File: config.mk
export PLATFORM = sky130hd
export DESIGN_NAME = fetch_ctrl
export DESIGN_NICKNAME = d
export VERILOG_FILES = /design/src/rtl/fetch_ctrl_pkg.sv /design/src/rtl/fetch_ctrl_sat_counter.sv /design/src/rtl/fetch_ctrl.sv
export SDC_FILE = /design/constraint.sdc
export NUM_CORES = 1
export LEC_CHECK = 0
export CORE_UTILIZATION = 44
export DETAILED_ROUTE_END_ITERATION = 8
export PLACE_DENSITY = 0.76
export SLEW_MARGIN = 20
export SYNTH_ARGS = -nofsm -noshare
export SYNTH_HDL_FRONTEND = slang
export SYNTH_SLANG_ARGS = --single-unit
File: constraint.sdc
create_clock -name I_CLOCK -period 2.35 [get_ports I_CLOCK]
set_clock_uncertainty 0.1 [all_clocks]
set_input_delay 0.3525 -clock I_CLOCK [delete_from_list [all_inputs] [get_ports I_CLOCK]]
set_output_delay 0.3525 -clock I_CLOCK [all_outputs]
set_load 0.005 [all_outputs]
File: src/rtl/fetch_ctrl_pkg.sv
// Shared encodings for the Fetch stage sequencing controller and datapath.
package fetch_ctrl_pkg;

  typedef enum logic [1:0] {
    ST_IDLE    = 2'd0,
    ST_RUN     = 2'd1,
    ST_BR_WAIT = 2'd2
  } state_t;

  typedef enum logic [1:0] {
    PC_INC    = 2'd0,
    PC_HOLD   = 2'd1,
    PC_BRANCH = 2'd2,
    PC_ZERO   = 2'd3
  } pc_sel_t;

  typedef enum logic [1:0] {
    IR_MEM  = 2'd0,
    IR_HOLD = 2'd1,
    IR_NOP  = 2'd2
  } ir_sel_t;

  // Instruction word injected into the fetch latch when IR_NOP is selected.
  localparam logic [31:0] NOP_INSTR = 32'hFF000000;

  // Bits needed to hold 0..timeout inclusive; never narrower than one bit.
  function automatic int unsigned wd_width(input int unsigned timeout);
    return (timeout < 1) ? 1 : $clog2(timeout + 1);
  endfunction

endpackage

File: src/rtl/fetch_ctrl_sat_counter.sv
// Saturating up-counter updated on the falling clock edge.
module sat_counter
  #(
    parameter int unsigned WIDTH = 16
  )
  (
    input  logic             clk,
    input  logic             rst_n,
    input  logic             enable,
    input  logic             clear,
    output logic [WIDTH-1:0] count
  );

  // Count enabled cycles, holding at all-ones; clear has priority.
  always_ff @(negedge clk or negedge rst_n) begin
    if (!rst_n) begin
      count <= '0;
    end else if (clear) begin
      count <= '0;
    end else if (enable && (count != '1)) begin
      count <= count + WIDTH'(1);
    end
  end

endmodule

File: src/rtl/fetch_ctrl.sv
// Fetch stage sequencing controller: stall arbitration, branch redirect,
// branch-resolution watchdog and stall performance counter.
module fetch_ctrl
  import fetch_ctrl_pkg::*;
  #(
    parameter int unsigned BR_TIMEOUT = 15,
    parameter int unsigned CNT_WIDTH  = 16
  )
  (
    input  logic                 I_CLOCK,
    input  logic                 I_RESET_N,
    input  logic                 I_LOCK,
    input  logic                 I_BranchStallSignal,
    input  logic                 I_DepStallSignal,
    input  logic                 I_GPUStallSignal,
    input  logic                 I_BranchAddrSelect,
    output logic [1:0]           O_PCSel,
    output logic [1:0]           O_IRSel,
    output logic                 O_FE_Valid,
    output logic [1:0]           O_State,
    output logic [CNT_WIDTH-1:0] O_StallCount,
    output logic                 O_BrTimeout
  );

  localparam int unsigned WD_W = wd_width(BR_TIMEOUT);
  // The watchdog fires on the edge that would bring the count to BR_TIMEOUT.
  localparam logic [WD_W-1:0] WD_LAST = WD_W'(BR_TIMEOUT - 1);

  state_t          state_q;
  state_t          state_d;
  pc_sel_t         pc_sel;
  ir_sel_t         ir_sel;
  logic            fe_valid;
  logic [WD_W-1:0] wd_cnt;
  logic            wd_clr;
  logic            wd_inc;
  logic            wd_fire;
  logic            stall_any;

  assign stall_any = I_GPUStallSignal | I_DepStallSignal;

  // Next-state and Mealy control outputs; I_LOCK low overrides everything.
  always_comb begin
    state_d  = state_q;
    pc_sel   = PC_ZERO;
    ir_sel   = IR_NOP;
    fe_valid = 1'b0;
    wd_clr   = 1'b0;
    wd_inc   = 1'b0;
    wd_fire  = 1'b0;
    if (!I_LOCK) begin
      state_d = ST_IDLE;
    end else begin
      case (state_q)
        ST_IDLE: begin
          state_d = ST_RUN;
        end
        ST_RUN: begin
          if (I_BranchAddrSelect) begin
            pc_sel = PC_BRANCH;
            ir_sel = IR_NOP;
          end else if (stall_any) begin
            pc_sel   = PC_HOLD;
            ir_sel   = IR_HOLD;
            fe_valid = 1'b1;
          end else if (I_BranchStallSignal) begin
            pc_sel  = PC_HOLD;
            ir_sel  = IR_NOP;
            state_d = ST_BR_WAIT;
            wd_clr  = 1'b1;
          end else begin
            pc_sel   = PC_INC;
            ir_sel   = IR_MEM;
            fe_valid = 1'b1;
          end
        end
        ST_BR_WAIT: begin
          if (I_BranchAddrSelect) begin
            pc_sel  = PC_BRANCH;
            ir_sel  = IR_NOP;
            state_d = ST_RUN;
          end else if (!I_BranchStallSignal) begin
            pc_sel   = PC_INC;
            ir_sel   = IR_MEM;
            fe_valid = 1'b1;
            state_d  = ST_RUN;
          end else if (stall_any) begin
            pc_sel = PC_HOLD;
            ir_sel = IR_NOP;
          end else begin
            pc_sel = PC_HOLD;
            ir_sel = IR_NOP;
            wd_inc = 1'b1;
            if (wd_cnt == WD_LAST) begin
              wd_fire = 1'b1;
              state_d = ST_RUN;
            end
          end
        end
        default: begin
          state_d = ST_IDLE;
        end
      endcase
    end
  end

  // State register, watchdog counter and sticky timeout flag.
  always_ff @(negedge I_CLOCK or negedge I_RESET_N) begin
    if (!I_RESET_N) begin
      state_q     <= ST_IDLE;
      wd_cnt      <= '0;
      O_BrTimeout <= 1'b0;
    end else begin
      state_q <= state_d;
      if (wd_clr) begin
        wd_cnt <= '0;
      end else if (wd_inc) begin
        wd_cnt <= wd_cnt + WD_W'(1);
      end
      if (wd_fire) begin
        O_BrTimeout <= 1'b1;
      end
    end
  end

  sat_counter #(
    .WIDTH (CNT_WIDTH)
  ) u_stall_cnt (
    .clk    (I_CLOCK),
    .rst_n  (I_RESET_N),
    .enable (pc_sel == PC_HOLD),
    .clear  (1'b0),
    .count  (O_StallCount)
  );

  assign O_PCSel    = pc_sel;
  assign O_IRSel    = ir_sel;
  assign O_FE_Valid = fe_valid;
  assign O_State    = state_q;

endmodule

==> flow_metrics.py <==
metrics = {
    "grt": {
        "gr-total-overflow": 0,
        "grt_usage": 0.302,
        "busiest_layer": "met2",
        "use_met1": 0.367,
        "antenna_found_initial": 0,
        "met2_usage": 0.522,
        "use_met3": 0.0536,
        "grt_pass1_vias": 1534,
        "grt_pass1_wl_mm": 7.53,
        "grt_max_degree": 24,
    },
    "synth": {
        "yosys_register_bits": 23,
        "yosysUniqueCellTypes": 45,
        "syn_inst": 137,
        "synth_seq_area_share": 0.417,
        "synth_nets": 151,
        "synth_commonest_cells": "dfrtn_1, xor2_1, nand2_1",
        "synth.most_common_cell": "dfrtn_1",
        "yosysWarnings": 0,
        "yosys.area.top_type": "dfrtn_1",
        "synth_top_area_share": 0.417,
        "synth-edff-count": 0,
        "synth_top_flop_cell": "dfrtn_1",
        "postSynth.asyncResetShare": 1.00,
        "synth.cell_area_mm2": 0.00138,
        "synth_area_per_cell_um2": 10.1,
        "synthTopCellsByArea": "dfrtn_1, xor2_1, ha_1",
    },
    "layout": {
        "fin_nets": 241,
        "num_antenna_cells": 0,
        "drive_above_1_share": 0.606,
        "finish.utilization": 0.855,
        "layout.cells.non_filler": 257,
        "area_delta_synth_final_pct": 76.7,
    },
    "detailed_routing": {
        "drc": 2,
        "ant_nets": 0,
        "vias": 1535,
        "first_iter_violations": 49,
        "vias_per_cell": 5.97,
        "wire_per_inst_um": 19.4,
        "drt_first_pass_iters": 6,
        "wirelength_mm": 4.99,
    },
    "sta": {
        "grt_setup_unrepaired": "yes",
        "final_hold_viol_count": 0,
        "maxSlewHeadroom": 0.181,
        "tightestPinTransition_ps": 1220,
        "setup_viol": 42,
        "drv_slew": 0,
        "setup_tns_ps": -14480,
        "worst_slack_ps": -876,
    },
    "pwr": {
        "switchingPower_uw": 581,
        "clockPowerShare": 0.130,
        "ir_drop_v": 0.000667,
        "p_int_uw": 982,
        "swShare": 0.371,
        "combinationalPowerShare": 0.563,
        "power_density_mw_per_mm2": 641,
        "p_leak_nw": 1.20,
        "p_seq_frac": 0.307,
    },
    "clocking": {
        "cts_root_buf": "clkbuf_4",
        "cts_tree": "yes",
        "clock_sinks": 23,
        "htree_levels": 1,
        "cts_made_buffers": 3,
        "clk_pin_slew_ps": 90,
        "clk_latency_ps": 320,
        "clockBufferDepth": 2,
    },
    "critical_path": {
        "path_max_fanout": 3,
        "crit_chain": "inv_2 > ha_4 > and3b_2 > and3_4 > buf_6",
        "max_stage_delay_ps": 450,
        "worst-path-buf-inv": 2,
        "crit_family": "flip-flops",
        "worstPathRequired_ps": 1900,
        "crit_path_start_kind": "register",
        "cp.arrival_ps": 2770,
        "critPathSlowestCell": "dfrtn_1",
        "crit_type": "register to output port",
        "r2r_slack_ps": -280,
        "cp-end-kind": "output port",
    },
    "placed_design": {
        "routabilityCongestion": 0.825,
        "io_buffer_count": 30,
        "hpwl_mm": 2.63,
        "dp.cells": 232,
    },
    "floorplanning": {
        "coreArea_mm2": 0.00285,
        "die_y_um": 58.0,
        "die_width_um": 58.0,
        "rows": 19,
        "dieArea_mm2": 0.00336,
        "num_io_pins": 31,
        "start_util": 0.484,
    },
    "min_path": {
        "hp-class": "register to register",
    },
    "outcome": {
        "outcome": "complete, but fails checks",
        "violations": "DRC, setup timing",
    },
    "run": {
        "cap_violations": 0,
    },
}
==> worst paths after layout <==
kind,cells after the start,startpoint,endpoint
worst max-delay path,5,O_State[0],O_IRSel[0]
worst min-delay path,2,wd_cnt[3],wd_cnt[3]
worst max register to register,6,u_stall_cnt.count[6],u_stall_cnt.count[1]
worst min register to register,2,wd_cnt[3],wd_cnt[3]
max in group asynchronous,2,I_RESET_N,O_State[0]
min in group asynchronous,2,I_RESET_N,u_stall_cnt.count[11]
==> stage by stage <==
stage | total power [mW] | worst slack (ps) | instance area [um^2] | hold slack (ps)
floorplan | 0.811 | -446 | 1440 | 321
global placement | 1.10 | -933 | 2040 | 362
detailed placement | 1.13 | -993 | 2040 | 381
CTS | 1.43 | -850 | 2350 | 380
global route | 1.63 | -920 | 2440 | 430
finish | 1.56 | -876 | 2440 | 400
==> logic make-up after synthesis <==
family	share of synthesized area
compound gates	0.113
xor+xnor	0.0952
fa+ha+maj	0.0635
buf+inv	0.0172
flops	0.417
mux	0.0109
simple gates	0.283
==> repair_timing <==
| item | CTS | global route |
|---|---|---|
| resized for setup | 148 | 23 |
| setup buffers | 19 | 3 |
| endpoints found under the setup margin | 47 | 46 |
| hold buffers | 0 | 0 |
| pin swaps | 27 | 20 |
==> power by group through the flow <==
stage	clock network, mW	registers, mW	logic (mW)
after global placement	0	0.486	0.618
after detailed placement	0	0.490	0.644
after global routing	0.216	0.485	0.932
after floorplan	0	0.499	0.312
final	0.203	0.480	0.880
after CTS	0.193	0.476	0.762
==> cell usage in the layout, fill, tap and decap left out, types with 2 or more instances in the layout <==
cell type / Yosys / routed
nor2_1: 6 / 3
nor4_4: 1 / 6
o21a_1: 2 / 2
nand2_1: 12 / 11
dfrtn_1: 23 / 23
o31a_1: 2 / 2
clkdlybuf4s50_1: 0 / 2
buf_4: 0 / 44
nor3_4: 0 / 4
nor2_4: 0 / 3
buf_12: 0 / 2
o21ai_4: 0 / 2
dlygate4sd2_1: 0 / 2
nand3_1: 6 / 5
o21ai_2: 1 / 2
nand4_1: 6 / 6
o211ai_1: 2 / 2
clkbuf_4: 0 / 3
nand3_2: 2 / 2
ha_4: 0 / 3
buf_6: 0 / 15
inv_2: 0 / 3
ha_1: 7 / 4
xor2_1: 15 / 15
o21ai_1: 0 / 3
buf_2: 1 / 21
==> layer usage <==
layer	vias to the layer above	part of all wire	routed length, um
met1	767	0.40	2000
li1	692	-	-
met3	17	0.050	247
met2	59	0.51	2560
met5	-	0	0
met4	0	0.036	182
==> worst register-to-register path, stage by stage (launching register included) <==
cell and delay, ps:
dfrtn_1 440, buf_4 110, buf_4 110, nand4_2 200
nor4_4 1070, nor2_4 100, mux2_4 330
==> registers in the layout (all words and copies together), names as in the netlist <==
name,cells
u_stall_cnt.count,16
O_State,2
O_BrTimeout,1
wd_cnt,4
==> layout make-up <==
cell class	instances	area, um^2
Inverter	4	15.0
Multi-Input combinational cell	108	1100
Sequential cell	23	576
Tap cell	31	38.8
Timing Repair Buffer	87	687
Clock buffer	4	26.3
Fill cell	152	414
Note: power is estimated with default switching activity, not from simulation.
